--- config.mk ---
export PLATFORM = sky130hd
export DESIGN_NAME = lsu_align
export DESIGN_NICKNAME = d
export VERILOG_FILES = /design/src/rtl/lsu_pkg.sv /design/src/rtl/lsu_align.sv
export SDC_FILE = /design/constraint.sdc
export NUM_CORES = 1
export LEC_CHECK = 0
export CORE_ASPECT_RATIO = 1.4
export CORE_MARGIN = 3
export CORE_UTILIZATION = 26
export DETAILED_ROUTE_END_ITERATION = 10
export GPL_TIMING_DRIVEN = 1
export PLACE_DENSITY = 0.78
export SLEW_MARGIN = 20
export SYNTH_ARGS = -nofsm -noshare
export SYNTH_HDL_FRONTEND = slang
export SYNTH_SLANG_ARGS = --single-unit
--- constraint.sdc ---
create_clock -name vclk -period 1.49
set_input_delay 0.298 -clock vclk [all_inputs]
set_output_delay 0.298 -clock vclk [all_outputs]
set_load 0.03 [all_outputs]
--- src/rtl/lsu_pkg.sv ---
// lsu_pkg: shared types and helpers for the load/store unit.
//   - mem_op encodings (byte/half/word/ubyte/uhalf); any other code is a word access
//   - 2-bit FSM state encoding exposed as lsu_state_e
//   - data bus / byte-enable widths and types
//   - helpers for access size, signedness and alignment
package lsu_pkg;

  localparam int DATA_W = 32;
  localparam int BE_W   = DATA_W / 8;

  typedef logic [DATA_W-1:0] data_bus_t;
  typedef logic [BE_W-1:0]   byte_en_t;

  localparam logic [2:0] MEM_OP_BYTE  = 3'b000;
  localparam logic [2:0] MEM_OP_HALF  = 3'b001;
  localparam logic [2:0] MEM_OP_WORD  = 3'b010;
  localparam logic [2:0] MEM_OP_UBYTE = 3'b100;
  localparam logic [2:0] MEM_OP_UHALF = 3'b101;

  typedef enum logic [1:0] {
    ST_IDLE = 2'b00,
    ST_REQ  = 2'b01,
    ST_WAIT = 2'b10,
    ST_DONE = 2'b11
  } lsu_state_e;

  typedef enum logic [1:0] {
    SZ_BYTE = 2'b00,
    SZ_HALF = 2'b01,
    SZ_WORD = 2'b10
  } acc_size_e;

  // Unknown encodings fall through to a word access.
  function automatic acc_size_e op_size(input logic [2:0] op);
    case (op)
      MEM_OP_BYTE, MEM_OP_UBYTE: return SZ_BYTE;
      MEM_OP_HALF, MEM_OP_UHALF: return SZ_HALF;
      default:                   return SZ_WORD;
    endcase
  endfunction

  function automatic logic op_unsigned(input logic [2:0] op);
    return (op == MEM_OP_UBYTE) || (op == MEM_OP_UHALF);
  endfunction

  function automatic logic is_misaligned(input logic [2:0] op, input logic [1:0] offset);
    case (op_size(op))
      SZ_BYTE: return 1'b0;
      SZ_HALF: return offset[0];
      default: return offset != 2'b00;
    endcase
  endfunction

endpackage

--- src/rtl/lsu_align.sv ---
// lsu_align: combinational lane logic for the load/store unit.
//   mem_op    in   access encoding (see lsu_pkg)
//   offset    in   byte offset within the word (addr[1:0])
//   wdata     in   raw store data (rs2)
//   rdata     in   raw bus read data
//   be        out  byte enables for the access (loads and stores)
//   wdata_rep out  store data replicated across all lanes of the access size
//   rdata_ext out  selected load lane, sign- or zero-extended
module lsu_align
  import lsu_pkg::*;
(
  input  logic [2:0] mem_op,
  input  logic [1:0] offset,
  input  data_bus_t  wdata,
  input  data_bus_t  rdata,
  output byte_en_t   be,
  output data_bus_t  wdata_rep,
  output data_bus_t  rdata_ext
);

  data_bus_t   rshift;
  logic [15:0] half_lane;
  logic        uns;

  always_comb begin
    be        = '0;
    wdata_rep = '0;
    rdata_ext = '0;
    rshift    = rdata >> {offset, 3'b000};
    half_lane = offset[1] ? rdata[31:16] : rdata[15:0];
    uns       = op_unsigned(mem_op);
    case (op_size(mem_op))
      SZ_BYTE: begin
        be        = 4'b0001 << offset;
        wdata_rep = {4{wdata[7:0]}};
        rdata_ext = uns ? {24'b0, rshift[7:0]} : {{24{rshift[7]}}, rshift[7:0]};
      end
      SZ_HALF: begin
        be        = offset[1] ? 4'b1100 : 4'b0011;
        wdata_rep = {2{wdata[15:0]}};
        rdata_ext = uns ? {16'b0, half_lane} : {{16{half_lane[15]}}, half_lane};
      end
      default: begin
        be        = 4'b1111;
        wdata_rep = wdata;
        rdata_ext = rdata;
      end
    endcase
  end

endmodule

==> results.yml <==
status:
  run_status: "complete, but fails checks"
  violations: "negative setup slack"
cells_and_area:
  multi_input_area_um2: 1330
  n_sequential_cell: 0
  seqCellArea_um2: 0
  utilization: 0.766
  drive_gt1_frac: 0.639
  nClkBuffers: 0
  fin_nets: 398
  fillers: 334
  areaGrowthSynthToFinish_pct: 181
  finalNonFillerCells: 388
placed_design:
  place.gp.congestion: 0.845
  io_buffers: 137
  dp_cells: 373
  dp.final_hpwl_um: 4830
detailed_routing:
  routedWlPerCell_um: 16.4
  vias_per_cell: 4.99
  route.vias.total: 1936
  wl_um: 6360
  dr.pass1.iters: 4
  route.detailed.drc: 0
  drtIter0Drc: 72
  antenna_left: 0
sta:
  layout_setup_ws_ns: -0.401
  rsz0062_at_grt: "true"
  tightest_slew_ns: 0.381
  setup_viol: 33
  max_freq_ghz: 0.529
  slew_viol_final: 0
  finalCritPeriodShare: 1.27
  hold_viol_final: 0
  relSlewSlack: 0.745
  finalCriticalPeriod_ns: 1.89
worst_hold_path:
  hold_class: "primary input to output pin"
  hold_start: "wdata[15]"
  worstHoldEndpoint: "wdata_rep[15]"
  hold_depth: 3
yosys:
  synth_nets: 230
  synthMuxAreaShare: 0.325
  syn_area_per_cell_um2: 7.23
  synth_top_family_by_area: "multiplexers"
  synth_xor_xnor_area_share: 0
  synthCells: 161
  yosysSeqAreaShare: 0
  yosysMostFrequentCell: "nand2_1"
  netlist_area_um2: 1160
  synth.distinct_cells: 26
  ys_warn_count: 0
  synth_common_cells: "nand2_1 (26), mux2_2 (18), mux2i_1 (16), nand3_1 (16), a221o_1 (15)"
  synthSimpleGateAreaFrac: 0.283
  yosysTopAreaCell: "mux2_2"
  synth-compound-area-share: 0.245
  synthAdderAreaFrac: 0
  synth.area.top_cells: "mux2_2 (17%), mux2i_1 (14%), a221o_1 (13%)"
  synth_top_area_frac: 0.174
global_routing:
  grt_pass1_wl_um: 9410
  grt_pass1_vias: 2026
  grt.overflow.total: 0
  antenna_found_initial: 0
  grt_max_degree: 17
  grt_usage: 0.213
setup_path:
  crit_fanout: 6
  path_cells: "buf_6, buf_6, buf_6, mux2_4, a32oi_4, buf_6, nand3_2, buf_6"
  startpoint_type: "primary input"
  crit_slowest_cell: "mux2_4"
  crit_path_max_incr_delay_ns: 0.30
  cp-end-kind: "output pin"
  arrival_ns: 1.59
  setup.worst_path.class: "primary input to output pin"
  worstPathRequired_ns: 1.19
  cp_common_cell: "buf_6"
power:
  p_seq_frac: 0
  p_sw_frac: 0.494
  pwr-share-comb: 1.000
  leakagePower_uw: 0.00166
  vdd_drop_max_mv: 0.242
  p_per_area_nw_per_um2: 426
  switchingPower_uw: 689
  p_int_uw: 706
  power_frac_clock: 0
floorplanning:
  start_util: 0.272
  core_um2: 4270
  ioPinCount: 137
  die_width_um: 62.5
  dieArea_um2: 5330
  die_h_um: 85.2
  rows: 28
clocking:
  postCtsHoldBufs: 0
run:
  cap_violations: 0
## critical path, delay by kind of cell
| kind | cells | cell delay, ns |
|---|---|---|
| buf+inv | 5 | 0.66 |
| compound gates | 1 | 0.25 |
| mux | 1 | 0.30 |
| simple gates | 1 | 0.08 |
## layout make-up
| type | instances | area share |
|---|---|---|
| repair buffers | 191 | 0.569 |
| multi-input cells | 134 | 0.405 |
| well taps | 60 | 0.0229 |
| inverters | 2 | 0.00229 |
| diodes | 1 | 0.000764 |
## stage by stage
step,total power [uW],hold slack (ns),area [um^2],worst slack (ns),TNS (ns)
after detailed placement,1230,1.16,2820,-1.04,-42.82
final,1390,0.990,3270,-0.401,-10.48
after CTS,1340,1.01,3120,-0.430,-10.22
after global placement,1230,1.17,2820,-1.02,-42.02
after global routing,1460,1.01,3270,-0.452,-11.79
after floorplan,675,0.728,1340,-0.197,-5.39
## cells in the final DEF, fill, tap and decap left out, types with 6 or more instances in the layout
| master | n |
|---|---|
| dlygate4sd2_1 | 22 |
| mux2_4 | 13 |
| mux2_2 | 6 |
| nor2b_1 | 8 |
| buf_6 | 60 |
| dlymetal6s2s_1 | 6 |
| mux2i_1 | 11 |
| clkdlybuf4s50_1 | 32 |
| buf_4 | 54 |
| nand3_2 | 11 |
| o21ai_2 | 8 |
| a221o_2 | 15 |
| nand2_1 | 26 |
| buf_2 | 8 |
## timing repair
item | 4_1_cts | 5_1_grt
setup buffers | 12 | 5
resized for setup | 261 | 42
setup endpoints to repair | 60 | 45
pin swaps | 11 | 9
gates cloned | 1 | 0
## cells by family after synthesis
logic type,count (synthesis)
compound gates,32
buf+inv,27
mux,35
simple gates,67
## layer usage
layer,part of all wire,vias to the layer above,track usage
li1,-,937,-
met3,0.085,0,0.0583
met2,0.57,101,0.463
met5,0,-,0
met4,0,0,0.00803
met1,0.34,898,0.200
## power by group through the flow
stage          sequential, uW  combinational (uW)  clock [uW]
6_report                    0                1390   0.0000900
4_1_cts                     0                1340           0
3_3_place_gp                0                1230           0
5_1_grt                     0                1460           0
3_5_place_dp                0                1230           0
2_1_floorplan               0                 675           0
## how the worst max path moves through the flow
stage | startpoint | endpoint | slack (ns) | depth (start not counted)
6_report | offset[1] | rdata_ext[28] | -0.40 | 8
3_5_place_dp | offset[1] | rdata_ext[0] | -1.04 | 6
2_1_floorplan | mem_op[0] | rdata_ext[0] | -0.20 | 6
4_1_cts | offset[1] | rdata_ext[28] | -0.43 | 9
5_1_grt | offset[1] | rdata_ext[28] | -0.45 | 8
3_3_place_gp | offset[1] | rdata_ext[0] | -1.02 | 6
Note: power is estimated with default switching activity, not from simulation.
